### src/rtl/tune_player.sv
// rtl/tune_player.sv - bus-mastering note-table player driving a memory-mapped buzzer
//
// Purpose: on start_i, fetch length_i 32-bit notes from table_i, write each note
// to the buzzer register, hold it for note[31:16] ticks of TICK_DIV clocks, then
// silence the buzzer (write 0) and pulse done_o. A bus abort sets a sticky error_o
// and ends playback with a silence write and no done_o pulse.
//
// Ports:
//   clk, reset            clock, synchronous active-low reset
//   start_i, stop_i       begin playback pulse, cancel playback
//   table_i, length_i     note-table base byte address, note count
//   busy_o, done_o        playback active, one-cycle completion pulse
//   error_o               sticky bus-abort flag (cleared by the next start)
//   cs_o, read_o, write_o, size_o, mode_o, address_o, data_o   bus master request
//   stall_i, abort_i, data_i                                    bus response
//
// Optional feature: TUNE_PLAYER_LOOP_EN adds input loop_i; when high at the
// last note's expiry, playback restarts from note 0 instead of silencing.

module tune_player #(
  parameter logic [31:0] BUZZER_ADDR = 32'h0002_0000,
  parameter logic [15:0] TICK_DIV    = 16'd50000
) (
  input  logic        clk,
  input  logic        reset,
  input  logic        start_i,
  input  logic        stop_i,
  input  logic [31:0] table_i,
  input  logic [7:0]  length_i,
`ifdef TUNE_PLAYER_LOOP_EN
  input  logic        loop_i,
`endif
  output logic        busy_o,
  output logic        done_o,
  output logic        error_o,
  output logic        cs_o,
  output logic        read_o,
  output logic        write_o,
  output logic [1:0]  size_o,
  output logic [1:0]  mode_o,
  output logic [31:0] address_o,
  output logic [31:0] data_o,
  input  logic        stall_i,
  input  logic [2:0]  abort_i,
  input  logic [31:0] data_i
);

  typedef enum logic [2:0] {IDLE, FETCH, CAPTURE, WRITE, WAIT, SILENCE, DONE, ERROR} state_t;

  state_t      r_state, w_state;
  logic [31:0] r_table, w_table, r_index, w_index, r_note, w_note;
  logic [7:0]  r_length, w_length;
  logic [15:0] r_tick, r_dur;
  logic        r_error, w_error;
  logic        r_busy, r_done, r_cs, r_read, r_write;
  logic [1:0]  r_size, r_mode;
  logic [31:0] r_addr, r_data;
  logic        w_abort, w_expire, w_more, w_loop, w_cs, w_wr;

  assign w_abort  = |abort_i;
  // Duration 0 expires in the first WAIT cycle; otherwise after dur*TICK_DIV cycles.
  assign w_expire = (r_note[31:16] == 16'd0) ||
                    ((r_tick == TICK_DIV - 16'd1) && (r_dur == r_note[31:16] - 16'd1));
  assign w_more   = (r_index + 32'd1) < {24'd0, r_length};
`ifdef TUNE_PLAYER_LOOP_EN
  assign w_loop   = loop_i;
`else
  assign w_loop   = 1'b0;
`endif

  always_comb begin
    w_state  = r_state;
    w_table  = r_table;
    w_length = r_length;
    w_index  = r_index;
    w_note   = r_note;
    w_error  = r_error;
    case (r_state)
      IDLE: if (start_i) begin
        w_table  = table_i;
        w_length = length_i;
        w_index  = 32'd0;
        w_error  = 1'b0;
        w_state  = (length_i != 8'd0) ? FETCH : SILENCE;
      end
      FETCH: if (!stall_i) begin
        if (w_abort) begin
          w_error = 1'b1;
          w_state = SILENCE;
        end else begin
          w_state = stop_i ? SILENCE : CAPTURE;
        end
      end
      CAPTURE: begin
        w_note  = data_i;
        w_state = stop_i ? SILENCE : WRITE;
      end
      WRITE: if (!stall_i) begin
        if (w_abort) begin
          w_error = 1'b1;
          w_state = SILENCE;
        end else begin
          w_state = stop_i ? SILENCE : WAIT;
        end
      end
      WAIT: if (stop_i) begin
        w_state = SILENCE;
      end else if (w_expire) begin
        if (w_more) begin
          w_index = r_index + 32'd1;
          w_state = FETCH;
        end else if (w_loop) begin
          w_index = 32'd0;
          w_state = FETCH;
        end else begin
          w_state = SILENCE;
        end
      end
      // An errored playback still silences the buzzer but ends without done_o.
      SILENCE: if (!stall_i) begin
        if (w_abort) w_error = 1'b1;
        w_state = (w_abort || r_error) ? ERROR : DONE;
      end
      DONE:    w_state = IDLE;
      ERROR:   w_state = IDLE;
      default: w_state = IDLE;
    endcase
  end

  assign w_cs = (w_state == FETCH) || (w_state == WRITE) || (w_state == SILENCE);
  assign w_wr = (w_state == WRITE) || (w_state == SILENCE);

  // Outputs are registered from the next-state decode so they line up with r_state.
  always_ff @(posedge clk) begin
    if (!reset) begin
      r_state  <= IDLE;
      r_table  <= 32'd0;
      r_length <= 8'd0;
      r_index  <= 32'd0;
      r_note   <= 32'd0;
      r_tick   <= 16'd0;
      r_dur    <= 16'd0;
      r_error  <= 1'b0;
      r_busy   <= 1'b0;
      r_done   <= 1'b0;
      r_cs     <= 1'b0;
      r_read   <= 1'b0;
      r_write  <= 1'b0;
      r_size   <= 2'b00;
      r_mode   <= 2'b00;
      r_addr   <= 32'd0;
      r_data   <= 32'd0;
    end else begin
      r_state  <= w_state;
      r_table  <= w_table;
      r_length <= w_length;
      r_index  <= w_index;
      r_note   <= w_note;
      r_error  <= w_error;
      if ((r_state == WAIT) && (w_state == WAIT)) begin
        if (r_tick == TICK_DIV - 16'd1) begin
          r_tick <= 16'd0;
          r_dur  <= r_dur + 16'd1;
        end else begin
          r_tick <= r_tick + 16'd1;
        end
      end else begin
        r_tick <= 16'd0;
        r_dur  <= 16'd0;
      end
      r_busy  <= (w_state != IDLE);
      r_done  <= (w_state == DONE);
      r_cs    <= w_cs;
      r_read  <= (w_state == FETCH);
      r_write <= w_wr;
      r_size  <= w_cs ? 2'b10 : 2'b00;
      r_mode  <= w_cs ? 2'b11 : 2'b00;
      r_addr  <= (w_state == FETCH) ? (w_table + (w_index << 2)) :
                 w_wr               ? BUZZER_ADDR : 32'd0;
      r_data  <= (w_state == WRITE) ? w_note : 32'd0;
    end
  end

  assign busy_o    = r_busy;
  assign done_o    = r_done;
  assign error_o   = r_error;
  assign cs_o      = r_cs;
  assign read_o    = r_read;
  assign write_o   = r_write;
  assign size_o    = r_size;
  assign mode_o    = r_mode;
  assign address_o = r_addr;
  assign data_o    = r_data;

endmodule
### config.mk
export PLATFORM = sky130hd
export DESIGN_NAME = tune_player
export DESIGN_NICKNAME = d
export VERILOG_FILES = /design/src/rtl/tune_player.sv
export SDC_FILE = /design/constraint.sdc
export NUM_CORES = 1
export LEC_CHECK = 0
export ABC_AREA = 1
export CAP_MARGIN = 20
export CORE_AREA = 2 2 136 138
export CTS_BUF_LIST = sky130_fd_sc_hd__clkbuf_2 sky130_fd_sc_hd__clkbuf_4 sky130_fd_sc_hd__clkbuf_8
export DETAILED_ROUTE_END_ITERATION = 8
export DIE_AREA = 0 0 138 140
export DONT_BUFFER_PORTS = 1
export PLACE_DENSITY = 0.8
export SYNTH_ARGS = -nofsm -noshare
export SYNTH_HDL_FRONTEND = slang
export SYNTH_SLANG_ARGS = --single-unit
### constraint.sdc
create_clock -name clk -period 7.78 [get_ports clk]
set_input_delay 1.167 -clock clk [delete_from_list [all_inputs] [get_ports clk]]
set_output_delay 1.167 -clock clk [all_outputs]
set_load 0.02 [all_outputs]
# ---- Word-level counts from Yosys, hierarchy flattened
# Cells that the tools add are included.
dict set report word_totals {
  regBits 213
  latchBits 0
  ramBits 0
  mem_bits_ro 0
  input_bits 80
  wordCells 99
  memories 0
}
dict set report classes {
  addsub 5
  n_mul 0
  n_div 0
  order_cmp 1
  n_eq_ne 20
  shift 0
  mux 31
  n_bitwise 2
  n_reduce_logical 22
}
# cell n
set ops {}
lappend ops {{$mux 32} 8}
lappend ops {{$pmux 32 s2} 1}
lappend ops {{$mux 3} 11}
lappend ops {{$add 16x1->16 const B} 2}
lappend ops {{$add 32x1->32 const B} 1}
lappend ops {{$add 32x32->32} 1}
lappend ops {{$lt 32x8->1} 1}
lappend ops {{$eq 3x3->1 const B} 7}
lappend ops {{$pmux 3 s7} 1}
lappend ops {{$mux 18} 1}
lappend ops {{$eq 16x16->1} 1}
lappend ops {{$eq 16x16->1 const B} 1}
lappend ops {{$logic_not 16->1} 1}
lappend ops {{$sub 16x1->16 const B} 1}
lappend ops {{$ne 2x2->1 const B} 5}
lappend ops {{$eq 3x2->1 const B} 3}
lappend ops {{$reduce_or 3->1} 3}
lappend ops {{$reduce_bool 8->1} 1}
lappend ops {{$eq 3x1->1 const B} 2}
lappend ops {{$mux 1} 6}
lappend ops {{$reduce_and 2->1} 3}
lappend ops {{$logic_or 1x1->1} 5}
lappend ops {{$reduce_and 5->1} 1}
lappend ops {{$mux 2} 2}
lappend ops {{9 further kinds} 12}

# ---- Longest topological paths before layout
dict set report logic_depth {
  ltp_word 11
  mapped_depth 36
  mapped_depth_nobuf 35
}

# ---- Least setup slack after synthesis
# Ideal clock, no wire load.
dict set report synth_path {
  path_type {register to register}
  start {register r_index[2]}
  end {register r_addr[24], in the netlist address_o[24]}
  setup_time_ns 0.113
  t_arrival_ns 4.502
  setup_slack_ns 3.165
  path_stages_with_launch 37
  synth_period_minus_slack_ns 4.615
  path_cell_list {dfxtp_1 -> buf_4 -> nand2_2 -> nor2_2 -> nand2_4 -> xor2_1 -> ha_1 -> a21oi_1 -> nand3_1 -> nor2_1 -> nand3_1 -> nor2_1 -> nand2_1 -> nor2_1 -> nand3_2 -> buf_6 -> o21ai_0 -> o211ai_1 -> o21ai_0 -> inv_1 -> ha_1 -> fa_1 -> nand3_1 -> nand3_1 -> nand2_1 -> o211ai_1 -> nand2_1 -> nand2_1 -> a21oi_1 -> inv_1 -> nand2_1 -> nand2_1 -> a21oi_1 -> o21ai_0 -> xor2_1 -> inv_1 -> nor2_2}
}
dict set report synth_between {
  elab_chain_cells 8
  elab_cells_between_ends 14
  cone_classes {add/sub (2); order compare (1); eq/ne (1); mux (10)}
}
# item line_no
set synth_rtl {}
lappend synth_rtl {{from (decl)} 51} ;# logic [31:0] r_table, w_table, r_index, w_index, r_note, w_note;
lappend synth_rtl {{from (signal assigned)} 157} ;# r_index <= w_index;
lappend synth_rtl {{$add 32x1->32} 64} ;# assign w_more = (r_index + 32'd1) < {24'd0, r_length};
lappend synth_rtl {{$lt 32x8->1} 64}
lappend synth_rtl {{$mux 32} 109} ;# if (w_more) begin
lappend synth_rtl {{$mux 32} 108} ;# end else if (w_expire) begin
lappend synth_rtl {{$mux 32} 106} ;# WAIT: if (stop_i) begin
lappend synth_rtl {{$pmux 32 s2} 78} ;# case (r_state)
lappend synth_rtl {{named net w_index[0]} 51}
lappend synth_rtl {{$add 32x32->32} 178} ;# r_addr <= (w_state == FETCH) ? (w_table + (w_index << 2)) :
lappend synth_rtl {{$mux 32} 178}
lappend synth_rtl {{to (signal assigned)} 178}
lappend synth_rtl {{to (decl)} 57} ;# logic [31:0] r_addr, r_data;
# The timed path passes the listed nets, and every way through them passes these cells. The select of a mux whose other input is x is not followed.
# A chain may end at the register's enable or synchronous reset.

# ---- Worst setup path in the final report
dict set report layout_path {
  start {register r_index[1]}
  end {register r_addr[24], in the netlist address_o[24]}
}
# Same word-level chain as after synthesis.

==> impl_metrics.yaml <==
clock_tree:
  clk_pin_slew_ps: 60
  cts_buffers: 37
  postCtsSetupRepairBufs: 0
  holdBufCountCts: 0
  cts-resized-gates: 0
  h-tree-depth: 2
  cts_tree: "done"
  worstSkewPairLatency_ps: 530
  cts.path.max_buffers: 3
  cts-root-buf: "clkbuf_8"
  clock_sinks: 209
synthesis:
  ys_types: 48
  syn_area_um2: 11300
  synth_top_area_share: 0.369
  synth_area_leaders: "dfxtp_1, nand2_1, nor2_1"
  synth_edf_count: 0
  synth_nets: 1750
  synthCells: 1628
  ys_seq_area_frac: 0.369
  synth_top_area_cell: "dfxtp_1"
  async_reset_ff_frac: 0
  ys_ff_latch: 209
  yosys_warnings: 0
  synth_flop_cell: "dfxtp_1"
  syn_avg_cell_area_um2: 6.96
timing:
  hold_viol: 0
  slew_headroom: 0.294
  min_period_ps: 5600
  skew_ps: 18.0
  setup_tns_ps: 0
  clock.fmax_mhz: 178
  worst_pin_slew_ps: 1060
  slew_violations: 0
  period_share: 0.720
  setup_viol: 0
  rsz0062_at_grt: "no"
final_layout:
  syn2layout_area_growth_pct: 7.91
  final_cell_mix: "nand2_1, nor2_1, inv_1"
  layout_commonest_cell: "nand2_1"
  num_antenna_cells: 0
  final_util: 0.688
  final_area_um2: 12200
  drive_gt1_frac: 0.0982
  final_nets: 1745
setup_path:
  crit_path_max_incr_delay_ps: 410
  timing.rr.start: "r_index[1]"
  worstSetupPathType: "flop to flop"
  cp.required_ps: 8190
  r2r_setup_slack_ps: 2180
  r2r-end: "address_o[24]"
  critPathLaunchType: "flop"
  worstSetupStartpoint: "r_index[1]"
  cp_common_cell: "nand2_1"
  crit_arrival_ps: 6010
  rr_worst_depth: 34
  setup.worst_path.end_class: "flop"
  slowest_stage: "fa_1"
  critPathCapture: "address_o[24]"
  path_max_fanout: 22
power_and_ir_drop:
  clkPwrFrac: 0.246
  power.share.sequential: 0.328
  p_int_uw: 2520
  power_frac_comb: 0.426
  p_leak_uw: 0.00575
  switching_share: 0.427
  netSwitchingPower_uw: 1880
  ir_drop_mv: 0.387
  total_power_uw: 4400
  p_per_area_nw_per_um2: 360
detailed_routing:
  postRouteAntennaNets: 0
  wl_per_cell_um: 14.5
  wirelength_um: 27200
  vias: 10200
  drt_iter0_markers: 631
  drc: 0
  via_per_inst: 5.42
  dr.pass1.iters: 8
hold_path:
  hold_path.class: "flop to flop"
  whs_path_depth: 1
die:
  initial_utilization: 0.638
  placementRows: 49
  die_x_um: 138
  die_area_um2: 19300
  die_y_um: 140
  core_um2: 17800
  ios: 154
run:
  max-cap-violations: 0
grt:
  grt_pass1_vias: 9570
  track_usage: 0.278
  grt_start_max_net_pins: 94
  grt_pass1_wl_um: 45300
  antenna_found_initial: 0
  gr-total-overflow: 0
placement:
  dpl_cell_area_um2: 11400
  place_hpwl_um: 20300
  place_congestion: 1.00
  io_buffers: 0
outcome:
  status: "completed"
==> per-stage QoR <==
step           worst slack, ps  hold slack, ps  cells
5_1_grt                   1570             480   1879
4_1_cts                   2200             453   1878
6_report                  2180             446   1879
3_5_place_dp              2210             445   1812
3_3_place_gp              2450             428   1812
2_1_floorplan             3170             418   1628
==> power by group through the flow <==
stage | registers [uW] | logic [uW] | clock network, uW
after floorplan | 1410 | 1540 | 0
after global placement | 1460 | 1820 | 0
after detailed placement | 1460 | 1860 | 0
after CTS | 1440 | 1870 | 1100
after global routing | 1460 | 2130 | 1150
final | 1440 | 1880 | 1090
==> per-layer routing <==
layer | track usage | part of all wire | up-vias
li1 | - | - | 5169
met4 | 0.0934 | 0.025 | 0
met2 | 0.444 | 0.45 | 310
met5 | 0 | 0 | -
met3 | 0.0448 | 0.063 | 62
met1 | 0.386 | 0.46 | 4652
==> area by class of cell <==
cell class	instances	area, um2
Multi-Input combinational cell	1117	5950
Sequential cell	209	4180
Clock buffer	56	689
Fill cell	1543	5550
Tap cell	229	287
Clock inverter	10	110
Inverter	252	946
Timing Repair Buffer	6	65.1
==> worst min path at each step <==
| stage | startpoint | endpoint | slack, ps |
|---|---|---|---|
| 6_report | r_tick[0] | r_tick[0] | 450 |
| 5_1_grt | r_index[31] | r_index[31] | 480 |
| 4_1_cts | r_tick[0] | r_tick[0] | 450 |
| 3_5_place_dp | r_tick[0] | r_tick[0] | 440 |
| 3_3_place_gp | r_tick[0] | r_tick[0] | 430 |
| 2_1_floorplan | r_tick[0] | r_tick[0] | 420 |
==> synth_stat cells, types with 8 or more instances <==
cell type	number
clkbuf_1	31
a211oi_1	31
a21oi_1	103
xnor2_1	18
nand3_1	63
ha_1	41
mux2i_1	8
xor2_1	40
mux2_2	17
or2_2	39
o211ai_1	22
nand4_1	16
nor3_1	20
inv_1	247
nand2_1	306
a31oi_1	8
o21ai_0	67
nor2_2	9
dfxtp_1	209
nor2_1	254
==> sequential cells by signal (all words and copies together) (netlist names), 3 cells and up <==
| name | flops |
|---|---|
| address_o | 32 |
| data_o | 32 |
| r_dur | 16 |
| r_index | 32 |
| r_length | 8 |
| r_note | 32 |
| r_state | 3 |
| r_table | 32 |
| r_tick | 16 |
==> critical path, delay by kind of cell (launching register included) <==
kind	cells	cell delay [ps]
and+or+nand+nor	17	2030
AOI/OAI and AO/OA	8	1430
adders and majority gates	4	1070
DFF	1	400
xor gates and xnor gates	2	300
buffers and inverters	3	240
==> kinds of logic after synthesis <==
logic type               share of synthesized area
XOR/XNOR                                    0.0448
multiplexers                                0.0239
AO/OA/AOI/OAI                                0.129
flip-flops                                   0.369
other                                     0.000331
adder cells (fa/ha/maj)                     0.0470
AND/OR/NAND/NOR                              0.280
buffers and inverters                        0.106
Power figures use the tool's default switching activity.
